File: src/rtl/traffic_pkg.sv
// Shared types and helpers for the N-phase traffic light controller.
// Lamp colour codes, FSM state encoding and duration saturation.
package traffic_pkg;

  localparam logic [1:0] LT_GREEN  = 2'b00;
  localparam logic [1:0] LT_YELLOW = 2'b01;
  localparam logic [1:0] LT_RED    = 2'b10;
  localparam logic [1:0] LT_OFF    = 2'b11;

  typedef enum logic [1:0] {
    S_GREEN,
    S_YELLOW,
    S_ALLRED,
    S_FLASH
  } state_e;

  // Timer reload for a programmed duration: a zero duration still lasts one tick.
  function automatic logic [15:0] sat_dur(input logic [15:0] cfg);
    return (cfg == 16'd0) ? 16'd0 : cfg - 16'd1;
  endfunction

endpackage

File: src/rtl/traffic_light_ctrl_n_timer.sv
// Loadable tick-enabled down-counter for state durations, plus the
// saturating count of ticks spent in the current green.
module tl_phase_timer #(
  parameter int TW      = 6,
  parameter int RST_VAL = 0
) (
  input  logic          clk,
  input  logic          rst,
  input  logic          tick,
  input  logic          load,
  input  logic [TW-1:0] load_val,
  input  logic          el_clr,
  input  logic          el_inc,
  output logic          done,
  output logic [TW-1:0] elapsed
);

  logic [TW-1:0] count_q, count_d;
  logic [TW-1:0] el_q, el_d;

  always_comb begin
    count_d = count_q;
    if (load)
      count_d = load_val;
    else if (tick && (count_q != '0))
      count_d = count_q - TW'(1);
  end

  always_comb begin
    el_d = el_q;
    if (el_clr)
      el_d = '0;
    else if (tick && el_inc && (el_q != '1))
      el_d = el_q + TW'(1);
  end

  always_ff @(posedge clk or posedge rst) begin
    if (rst) begin
      count_q <= TW'(RST_VAL);
      el_q    <= '0;
    end else begin
      count_q <= count_d;
      el_q    <= el_d;
    end
  end

  assign done    = (count_q == '0);
  assign elapsed = el_q;

endmodule

File: src/rtl/traffic_light_ctrl_n.sv
// N-phase round-robin intersection controller with all-red clearance,
// call latching with minimum-green early exit, and flashing night mode.
module traffic_light_ctrl_n
  import traffic_pkg::*;
#(
  parameter int NUM_PHASES = 2,
  parameter int TW         = 6,
  parameter int GREEN_DEF  = 10,
  parameter int MIN_GREEN  = 4
) (
  input  logic                          clk,
  input  logic                          rst,
  input  logic                          tick,
  input  logic [TW-1:0]                 green_time,
  input  logic [TW-1:0]                 yellow_time,
  input  logic [TW-1:0]                 allred_time,
  input  logic [NUM_PHASES-1:0]         ped_req,
  input  logic                          flash_mode,
  output logic [2*NUM_PHASES-1:0]       lights,
  output logic [$clog2(NUM_PHASES)-1:0] phase,
  output logic [NUM_PHASES-1:0]         pending
);

  localparam int PW = $clog2(NUM_PHASES);

  state_e                state_q, state_d;
  logic [PW-1:0]         phase_q, phase_d;
  logic [NUM_PHASES-1:0] pend_q, pend_d;
  logic                  blink_q, blink_d;
  logic                  ret_q, ret_d;

  logic                  load, el_clr, el_inc, done;
  logic [TW-1:0]         load_val, elapsed;
  logic [NUM_PHASES-1:0] cur_mask, nxt_mask;
  logic [PW-1:0]         phase_inc;
  logic                  other_pend;

  tl_phase_timer #(
    .TW      (TW),
    .RST_VAL (GREEN_DEF - 1)
  ) u_timer (
    .clk      (clk),
    .rst      (rst),
    .tick     (tick),
    .load     (load),
    .load_val (load_val),
    .el_clr   (el_clr),
    .el_inc   (el_inc),
    .done     (done),
    .elapsed  (elapsed)
  );

  assign cur_mask   = NUM_PHASES'(1) << phase_q;
  assign other_pend = |(pend_q & ~cur_mask);
  assign phase_inc  = (phase_q == PW'(NUM_PHASES - 1)) ? '0 : phase_q + PW'(1);

  always_comb begin
    state_d  = state_q;
    phase_d  = phase_q;
    blink_d  = blink_q;
    ret_d    = ret_q;
    pend_d   = pend_q | ped_req;
    nxt_mask = '0;
    load     = 1'b0;
    load_val = '0;
    el_clr   = 1'b0;
    el_inc   = 1'b0;
    if (tick) begin
      unique case (state_q)
        S_GREEN: begin
          if (done || flash_mode ||
              (other_pend && (elapsed >= TW'(MIN_GREEN - 1)))) begin
            state_d  = S_YELLOW;
            load     = 1'b1;
            load_val = TW'(sat_dur(16'(yellow_time)));
          end else begin
            el_inc = 1'b1;
          end
        end
        S_YELLOW: begin
          if (done) begin
            state_d  = S_ALLRED;
            load     = 1'b1;
            load_val = TW'(sat_dur(16'(allred_time)));
          end
        end
        S_ALLRED: begin
          if (done) begin
            if (flash_mode) begin
              state_d = S_FLASH;
            end else begin
              // Leaving night mode restarts the cycle on phase 0.
              state_d  = S_GREEN;
              phase_d  = ret_q ? '0 : phase_inc;
              ret_d    = 1'b0;
              load     = 1'b1;
              load_val = TW'(sat_dur(16'(green_time)));
              el_clr   = 1'b1;
              nxt_mask = NUM_PHASES'(1) << phase_d;
              pend_d   = (pend_q | ped_req) & ~nxt_mask;
            end
          end
        end
        S_FLASH: begin
          if (!flash_mode) begin
            state_d  = S_ALLRED;
            load     = 1'b1;
            load_val = TW'(sat_dur(16'(allred_time)));
            blink_d  = 1'b0;
            ret_d    = 1'b1;
          end else begin
            blink_d = ~blink_q;
          end
        end
        default: state_d = S_GREEN;
      endcase
    end
  end

  always_ff @(posedge clk or posedge rst) begin
    if (rst) begin
      state_q <= S_GREEN;
      phase_q <= '0;
      pend_q  <= '0;
      blink_q <= 1'b0;
      ret_q   <= 1'b0;
    end else begin
      state_q <= state_d;
      phase_q <= phase_d;
      pend_q  <= pend_d;
      blink_q <= blink_d;
      ret_q   <= ret_d;
    end
  end

  // Lamp decode from registered state only.
  always_comb begin
    lights = '0;
    for (int i = 0; i < NUM_PHASES; i++) begin
      unique case (state_q)
        S_GREEN:  lights[2*i +: 2] = (phase_q == PW'(i)) ? LT_GREEN  : LT_RED;
        S_YELLOW: lights[2*i +: 2] = (phase_q == PW'(i)) ? LT_YELLOW : LT_RED;
        S_ALLRED: lights[2*i +: 2] = LT_RED;
        S_FLASH: begin
          if (i == 0) lights[2*i +: 2] = blink_q ? LT_YELLOW : LT_OFF;
          else        lights[2*i +: 2] = blink_q ? LT_RED    : LT_OFF;
        end
        default:  lights[2*i +: 2] = LT_RED;
      endcase
    end
  end

  assign phase   = phase_q;
  assign pending = pend_q;

endmodule

File: config.mk
export PLATFORM = sky130hd
export DESIGN_NAME = traffic_light_ctrl_n
export DESIGN_NICKNAME = d
export VERILOG_FILES = /design/src/rtl/traffic_pkg.sv /design/src/rtl/traffic_light_ctrl_n_timer.sv /design/src/rtl/traffic_light_ctrl_n.sv
export SDC_FILE = /design/constraint.sdc
export NUM_CORES = 1
export LEC_CHECK = 0
export BUFFER_PORTS_ARGS = -buffer_cell sky130_fd_sc_hd__buf_4
export CAP_MARGIN = 5
export CORE_ASPECT_RATIO = 1.2
export CORE_MARGIN = 5
export CORE_UTILIZATION = 40
export CTS_CLUSTER_DIAMETER = 80
export DETAILED_ROUTE_END_ITERATION = 10
export GPL_TIMING_DRIVEN = 0
export HOLD_SLACK_MARGIN = 0.08
export PLACE_DENSITY = 0.59
export SYNTH_ARGS = -nofsm -noshare
export SYNTH_HDL_FRONTEND = slang
export SYNTH_HIERARCHICAL = 1
export SYNTH_SLANG_ARGS = --single-unit
File: constraint.sdc
create_clock -name clk -period 4 [get_ports clk]
set_clock_uncertainty 0.2 [all_clocks]
set_input_delay 0.4 -clock clk [delete_from_list [all_inputs] [get_ports clk]]
set_output_delay 0.4 -clock clk [all_outputs]
set_load 0.02 [all_outputs]
==> metrics.md, run 1 <==
| Metric | Value |
|---|---|
| Drt wl/cell | 14.0 um |
| Worst setup margin | 932 ps |
| Dpl hpwl | 3230 um |
| CTS Buf Count | 3 |
| Synth async-reset ratio | 100% |
| Fin util | 49.0% |
| Tot GR Track Use | 15.0% |
| Proportion of layout cells with a drive suffix above 1 | 20.7% |
| Die Wd | 69.8 um |
| Setup TNS | 0 ps |
| Setup-violating endpoint count in the final report | 0 |
| Worst Max-Slew Pin Slew | 723 ps |
| Critical R2R Launch | u_timer/count_q[2] |
| Post-DP Area | 2000 um2 |
| # DRC | 0 |
| Mapped Cells | 203 |
| Critical path capture point type | register |
| Final std cells w/o fill | 293 |
| Clock Tree Buf Depth | 2 |
| Cell total after placement | 288 |
| Final GP Congestion | 0.789 |
| Worst VDD drop | 243 uV |
| Synth Flop Type | dfrtp_1 |
| Die height | 81.7 um |
| DR iter-0 viols | 57 |
| Critical Path RT | 3980 ps |
| Antenna violations before repair | 0 |
| Post-place setup slack | 889 ps |
| Status | completed |
| Yosys warns | 6 |
| FMAX | 326 MHz |
| Row Count | 26 |
| CP startpoint | u_timer/count_q[2] |
| Sequential cell area | 478 um2 |
| Post-CTS Setup Inserts | 0 |
| Via count | 1,624 |
| TritonCTS clock tree | done |
| Nets@finish | 271 |
| Post-synthesis sequential area ratio | 27.9% |
| Die ar. | 5700 um2 |
| Hold Crit Start | ped_req[0] |
| Crit start category | register |
| Worst setup path class | reg2reg |
| CTS Root Cell | clkbuf_8 |
| CP Max Fanout | 10 |
| Syn Std Cell Area | 1710 um2 |
| Hold WC Path Type | in2reg |
| Final critical-path share of the clock period | 76.7% |
| RSZ-0062 raised after global routing | false |
| Period minus WS final | 3070 ps |
| Critical path data arrival time | 3050 ps |
| Per-instance average area after synthesis | 8.44 um2 |
| R2r worst-path depth | 11 |
| Mapped Nets | 236 |
| Most frequent cells in the layout | 29 x buf_4, 17 x dfrtp_1, 16 x inv_1, 14 x nor2_1, 12 x a21oi_1 |
| Leak pwr | 0.859 nW |
| Hold Violations, Final | 0 |
| Worst hold path depth | 2 |
| Starting Density | 40.8% |
| Fin area | 2060 um2 |
| Total Wirelength | 4100 um |
| Remaining Overflow, GRT | 0 |
| Maxcap violations | 0 |
| Vias in the first global route | 1,637 |
| Area grow syn2layout | 20.1% |
| Number of H-tree levels | 1 |
| Power density over the cells | 498 nW/um2 |
| Most common cell after layout, fill and taps aside | buf_4 |
| Post-synth EDFFs | 0 |
| Core region area | 4200 um2 |
| Hold_buf cts | 1 |
| CTS sink count | 19 |
| Normalized max-slew margin | 51.4% |
| Fill count | 426 |
| Skew-Pair Late Insertion Delay | 260 ps |
| Global-route wire length before repair | 7150 um |
| # diodes | 0 |
| Multi-input logic area | 1150 um2 |
| Pre-antenna DRT Iters | 4 |
| Reg clk slew, reported paths | 80 ps |
| Slew Viols, Final | 0 |
| Pin count of the biggest net entering global routing | 13 |
| Detail Route Antenna Nets | 0 |
| Number of vias per cell | 5.54 |
| I/O pin cnt | 31 |
| PortBufs | 29 |
| Post-CTS Resized | 0 |
| Post-synth cell types | 61 |
| Register bit count reported by yosys | 19 |
[layer usage]
layer | wire, um | global-route usage, % | up-vias | share of wire (%)
met1 | 1920 | 18.0 | 754 | 47
met4 | 37 | 4.98 | 0 | 0.90
li1 | - | - | 837 | -
met2 | 2010 | 27.5 | 29 | 49
met3 | 139 | 2.45 | 4 | 3.4
met5 | 0 | 0 | - | 0
[final timing paths]
path / end / slack [ps]
worst min-delay path: pending[0] / 160
max in group asynchronous: u_timer/count_q[3] / 2750
worst max register to register: u_timer/count_q[0] / 930
worst max-delay path: u_timer/count_q[0] / 930
min in group asynchronous: pending[0] / 430
worst min register to register: blink_q / 310
[critical path, stage by stage, from the launching register on]
cell       delay, ps
dfrtp_1          440
or3_4            400
nor2_1           120
buf_2            220
a211oi_1          80
a22oi_2          330
o21ai_1          180
a211oi_1         210
buf_1            360
inv_1            210
o2111ai_1        140
nand3_1           90
[cells by family after synthesis]
kind of cell / after synthesis / share of synthesized area (%)
AO/OA/AOI/OAI: 59 / 26.5
XOR/XNOR: 7 / 3.58
adder cells (fa/ha/maj): 9 / 6.57
buffers and inverters: 23 / 5.26
flip-flops: 19 / 27.9
multiplexers: 3 / 1.82
AND/OR/NAND/NOR: 83 / 28.4
[Yosys cell counts (4+ instances only)]
master	n	share of area, %
nor2b_1	4	1.5
a21oi_1	12	3.5
o22a_1	5	2.6
xnor2_1	6	3.1
o21ai_0	4	1.2
nand3_1	4	1.2
or3_1	4	1.5
nand4_1	5	1.8
nand2_1	10	2.2
nor3_1	11	3.2
dfrtp_1	17	25
nor2_1	14	3.1
inv_1	16	3.5
nor3b_1	5	2.2
ha_1	9	6.6
nand2b_1	9	3.3
[power by group]
part	leakage [nW]	switching [mW]	internal [mW]
logic	0.605	0.298	0.250
clock network	0.0255	0.0676	0.0693
registers	0.228	0.0757	0.265
[state kept, by name (all words and copies together) (netlist names)]
name             count
pending              2
blink_q              1
u_timer/count_q      6
u_timer/elapsed      6
phase                1
ret_q                1
state_q              2
[area by class of cell]
cell class,count,share of cell area (%)
Buffer,7,1.46
Multi-Input combinational cell,161,55.7
Inverter,16,2.92
Timing Repair Buffer,30,11.1
Sequential cell,19,23.2
Tap cell,56,3.40
Clock inverter,1,0.243
Clock buffer,3,2.01
[per-stage QoR]
| step | hold WS, ps | power [mW] |
|---|---|---|
| final | 162 | 1.03 |
| after global routing | 164 | 1.12 |
| after CTS | 157 | 1.04 |
| after detailed placement | 159 | 0.896 |
| after global placement | 164 | 0.893 |
| after floorplan | 3.40 | 0.741 |
No activity file was read; power rests on OpenSTA's default activity.
==> run 2: changes to the inputs <==
==> constraint.sdc (replaced) <==
create_clock -name clk -period 3.1 [get_ports clk]
set_clock_uncertainty 0.2 [all_clocks]
set_input_delay 0.31 -clock clk [delete_from_list [all_inputs] [get_ports clk]]
set_output_delay 0.31 -clock clk [all_outputs]
set_load 0.02 [all_outputs]
==> run 2 against run 1 <==
  * Clock power rose by 28%
  * Critical path depth rose by 2
  * Count of clock-buffer cells in the layout did not move
  * Sequential cell count did not move
  * Largest cell class unchanged
==> metrics.md, run 2 (synthesis results as in run 1) <==
| Metric | Value |
|---|---|
| Worst setup path class | reg2reg |
| Worst Max-Slew Pin Slew | 728 ps |
| Nets@finish | 274 |
| Power density over the cells | 640 nW/um2 |
| Clock Tree Buf Depth | 2 |
| Reg2Reg Setup Slack | 250 ps |
| Global-route wire length before repair | 7240 um |
| Drt wl/cell | 14.0 um |
| Hold WC Path Type | in2reg |
| CP Max Fanout | 10 |
| Number of H-tree levels | 1 |
| Critical path data arrival time | 2850 ps |
| Normalized max-slew margin | 51.1% |
| Number of vias per cell | 5.54 |
| NetSw | 581 uW |
| Starting Density | 40.8% |
| Crit start category | register |
| DR iter-0 viols | 42 |
| Fin area | 2100 um2 |
| Worst VDD drop | 314 uV |
| Multi-input logic area | 1160 um2 |
| # diodes | 0 |
| Setup TNS | 0 ps |
| I/O pin cnt | 31 |
| Reg clk slew, reported paths | 80 ps |
| Int Pwr | 765 uW |
| Maxcap violations | 0 |
| Core region area | 4200 um2 |
| Sequential cell area | 478 um2 |
| Flop pwr share | 32.7% |
| # DRC | 0 |
| Fill count | 424 |
| Via count | 1,639 |
| Worst hold path depth | 3 |
| Tot GR Track Use | 15.2% |
| R2r worst-path depth | 13 |
| Period minus WS final | 2850 ps |
| Most common cell after layout, fill and taps aside | buf_4 |
| Leak pwr | 0.884 nW |
| Slew Viols, Final | 0 |
| FMAX | 351 MHz |
| Hold Violations, Final | 0 |
| Final critical-path share of the clock period | 91.8% |
| Switching Fraction | 43.2% |
| Remaining Overflow, GRT | 0 |
| Design Power | 1.35 mW |
| Final std cells w/o fill | 296 |
| Die Wd | 69.8 um |
| Final GP Congestion | 0.789 |
| Critical Path RT | 3100 ps |
| CTS Root Cell | clkbuf_8 |
| Total Wirelength | 4150 um |
| CTS sink count | 19 |
| Cell total after placement | 288 |
| Setup-violating endpoint count in the final report | 0 |
| Post-place setup slack | -10.6 ps |
| Critical path capture point type | register |
| TritonCTS clock tree | done |
| Row Count | 26 |
| Area grow syn2layout | 22.7% |
| Logic pwr share | 54.3% |
| Pre-antenna DRT Iters | 4 |
| Status | completed |
| Clk pwr share | 13.0% |
| Detail Route Antenna Nets | 0 |
| Pin count of the biggest net entering global routing | 13 |
| Vias in the first global route | 1,643 |
| Dpl hpwl | 3230 um |
| Worst setup margin | 254 ps |
| Proportion of layout cells with a drive suffix above 1 | 22.5% |
| Post-DP Area | 2000 um2 |
| PortBufs | 29 |
| Die ar. | 5700 um2 |
| Antenna violations before repair | 0 |
| Skew-Pair Late Insertion Delay | 260 ps |
| Die height | 81.7 um |
| Most frequent cells in the layout | 30 x buf_4, 17 x dfrtp_1, 16 x inv_1, 14 x nor2_1, 12 x a21oi_1 |
| CTS Buf Count | 3 |
[run 2: cell type report]
cell class / count / share of cell area [%]
clock buffers: 3 / 1.96
multi-input cells: 161 / 55.3
repair buffers: 33 / 12.1
well taps: 56 / 3.33
flip-flops and latches: 19 / 22.7
inverters: 16 / 2.86
clock inverters: 1 / 0.238
plain buffers: 7 / 1.49
[run 2: metal layers]
metal  up-vias  routed length (um)  share of wire [%]  track usage (%)
li1        843                   -                  -                -
met1       768                1930                 46             18.1
met2        24                2060                 49             28.0
met3         4                 133                3.2             2.57
met4         0                  37               0.89             4.79
met5         -                   0                  0                0
[run 2: final timing paths]
kind	start	to
worst min-delay path	flash_mode	state_q[1]
worst max register to register	u_timer/count_q[0]	u_timer/count_q[0]
worst min register to register	blink_q	blink_q
worst max-delay path	u_timer/count_q[0]	u_timer/count_q[0]
min in group asynchronous	rst	pending[0]
max in group asynchronous	rst	u_timer/count_q[3]
[run 2: power by group through the flow]
stage	clock network [mW]	logic, mW	registers [mW]
finish	0.176	0.730	0.440
global route	0.195	0.820	0.458
CTS	0.182	0.720	0.439
detailed placement	0	0.712	0.444
global placement	0	0.710	0.442
floorplan	0	0.535	0.421
[run 2: timing repair]
item / 4_1_cts / 5_1_grt
buffers inserted: 0 / 1
hold buffers: 3 / 0
endpoints found under the setup margin: 3 / 8
hold endpoints to repair: 19 / 0
pin swaps: 0 / 2
gates resized for setup: 1 / 4
[run 2: critical path, stage by stage, from the launching register on]
cell       delay, ps
dfstp_2          580
inv_1             80
ha_1             240
nand2b_1         100
nor2_1            50
buf_2            170
a211oi_1         270
a22oi_2          180
o21ai_2          220
a211oi_1          60
buf_2            200
inv_1            190
o2111ai_1        150
nand3_1           90
[run 2: per-stage QoR]
stage          util (%)  hold slack (ps)
4_1_cts            49.6              241
3_5_place_dp       47.7             69.3
2_1_floorplan         -            -86.6
6_report           50.1              247
5_1_grt            50.1              255
3_3_place_gp       47.7             73.9
==> run 3: changes to the inputs <==
--- a/config.mk
+++ b/config.mk
@@ -14,7 +14,6 @@
 export DETAILED_ROUTE_END_ITERATION = 10
 export GPL_TIMING_DRIVEN = 0
 export HOLD_SLACK_MARGIN = 0.08
-export PLACE_DENSITY = 0.59
 export SYNTH_ARGS = -nofsm -noshare
 export SYNTH_HDL_FRONTEND = slang
 export SYNTH_HIERARCHICAL = 1
==> run 3 against run 2 <==
  * Die area stayed put
  * Hold slack better by 5.0 ps
  * Cell area is 0.48% higher
  * Critical path depth is 2 lower
  * Critical endpoint is now u_timer/elapsed[5]
  * Sequential power hardly changed
==> metrics.md, run 3 (synthesis results as in run 1) <==
| Metric | Value |
|---|---|
| Detail Route Antenna Nets | 0 |
| TritonCTS clock tree | done |
| Setup-violating endpoint count in the final report | 0 |
| Skew-Pair Late Insertion Delay | 250 ps |
| Nets@finish | 275 |
| Fill count | 415 |
| Number of H-tree levels | 1 |
| Flop pwr share | 32.7% |
| Int Pwr | 769 uW |
| Area grow syn2layout | 23.3% |
| I/O pin cnt | 31 |
| Crit start category | register |
| Logic pwr share | 55.0% |
| Via count | 1,658 |
| Clk pwr share | 12.3% |
| Starting Density | 40.8% |
| Status | completed |
| Wl on met1 | 1880 um |
| Post-place setup slack | -3.91 ps |
| Top layer in use | met4 |
| Tot GR Track Use | 14.7% |
| Die ar. | 5700 um2 |
| WL met2 | 2020 um |
| Leak pwr | 0.884 nW |
| Vias in the first global route | 1,543 |
| PortBufs | 29 |
| Most frequent cells in the layout | 31 x buf_4, 17 x dfrtp_1, 15 x inv_1, 14 x nor2_1, 12 x a21oi_1 |
| Setup TNS | 0 ps |
| Drt wl/cell | 13.8 um |
| Worst Max-Slew Pin Slew | 668 ps |
| Worst setup margin | 231 ps |
| Reg2Reg Setup Slack | 230 ps |
| Die height | 81.7 um |
| # DRC | 0 |
| Final critical-path share of the clock period | 92.5% |
| FMAX | 349 MHz |
| CTS sink count | 19 |
| RSZ-0062 raised after global routing | false |
| Dpl hpwl | 3180 um |
| Core region area | 4200 um2 |
| Switching Fraction | 42.8% |
| Hold WC Path Type | in2reg |
| Pin count of the biggest net entering global routing | 13 |
| Worst hold path depth | 3 |
| # diodes | 0 |
| Proportion of layout cells with a drive suffix above 1 | 22.8% |
| Antenna violations before repair | 0 |
| Design Power | 1.35 mW |
| Hold Violations, Final | 0 |
| Die Wd | 69.8 um |
| Pre-antenna DRT Iters | 4 |
| Most common cell after layout, fill and taps aside | buf_4 |
| Maxcap violations | 0 |
| Slew Viols, Final | 0 |
| Remaining Overflow, GRT | 0 |
| Number of vias per cell | 5.58 |
| CTS Buf Count | 3 |
| Total Wirelength | 4100 um |
| Power density over the cells | 637 nW/um2 |
| CTS Root Cell | clkbuf_8 |
| Normalized max-slew margin | 55.1% |
| NetSw | 576 uW |
| Critical path capture point type | register |
| Worst VDD drop | 387 uV |
| Worst setup path class | reg2reg |
| Row Count | 26 |
| Routed wl met3 | 159 um |
| CP Max Fanout | 10 |
| DR iter-0 viols | 80 |
| Period minus WS final | 2870 ps |
| Reg clk slew, reported paths | 70 ps |
| Global-route wire length before repair | 6960 um |
| Final GP Congestion | 0.787 |
| R2r worst-path depth | 11 |
| Critical path data arrival time | 2820 ps |
| Worst hold margin | 252 ps |
| Critical Path RT | 3050 ps |
| Clock Tree Buf Depth | 2 |
## run 3: area by class of cell
| type | count | area, um2 | share of cell area, % |
|---|---|---|---|
| buffer | 7 | 31.3 | 1.48 |
| clock buffer | 4 | 45.0 | 2.13 |
| inverter | 16 | 60.1 | 2.84 |
| multi-input combinational | 161 | 1170 | 55.2 |
| sequential | 19 | 478 | 22.6 |
| tap | 56 | 70.1 | 3.32 |
| timing repair buffer | 34 | 263 | 12.4 |
## run 3: metal layers
metal  up-vias  track usage [%]
met4         0             4.60
met2        32             26.3
met3         6             1.96
met5         -                0
met1       771             18.3
li1        849                -
## run 3: through the flow
stage          util (%)  cell area [um2]  std cells
2_1_floorplan         -             1710        203
3_3_place_gp       47.7             2000        288
3_5_place_dp       47.7             2000        288
4_1_cts            49.6             2080        295
5_1_grt            50.4             2110        297
6_report           50.4             2110        297
## run 3: timing repair
item / in CTS / in global routing
endpoints found under the hold margin: 19 / 0
hold buffers: 3 / 0
gates resized for setup: 2 / 4
pin swaps: 0 / 1
endpoints found under the setup margin: 4 / 6
setup buffers: 0 / 2
gates cloned: 0 / 0
## run 3: worst paths after layout
check / start / end
worst max-delay path: u_timer/count_q[0] / u_timer/elapsed[5]
worst min-delay path: flash_mode / state_q[1]
worst max register to register: u_timer/count_q[0] / u_timer/elapsed[5]
worst min register to register: blink_q / blink_q
max in group asynchronous: rst / u_timer/count_q[3]
min in group asynchronous: rst / pending[0]
## run 3: critical path, stage by stage (launching register included)
cell,delay [ps]
dfstp_2,560
inv_1,80
ha_1,240
nand2b_1,110
nor2_1,60
buf_2,180
a211oi_2,220
a22oi_2,180
nor3_4,230
and4_1,300
a41oi_1,130
a311oi_1,270
## run 3: power groups by stage
stage          sequential (mW)  combinational, mW  clock, mW
5_1_grt                  0.458              0.834      0.181
2_1_floorplan            0.421              0.535          0
6_report                 0.440              0.740      0.166
3_5_place_dp             0.441              0.718          0
4_1_cts                  0.436              0.729      0.174
3_3_place_gp             0.441              0.715          0
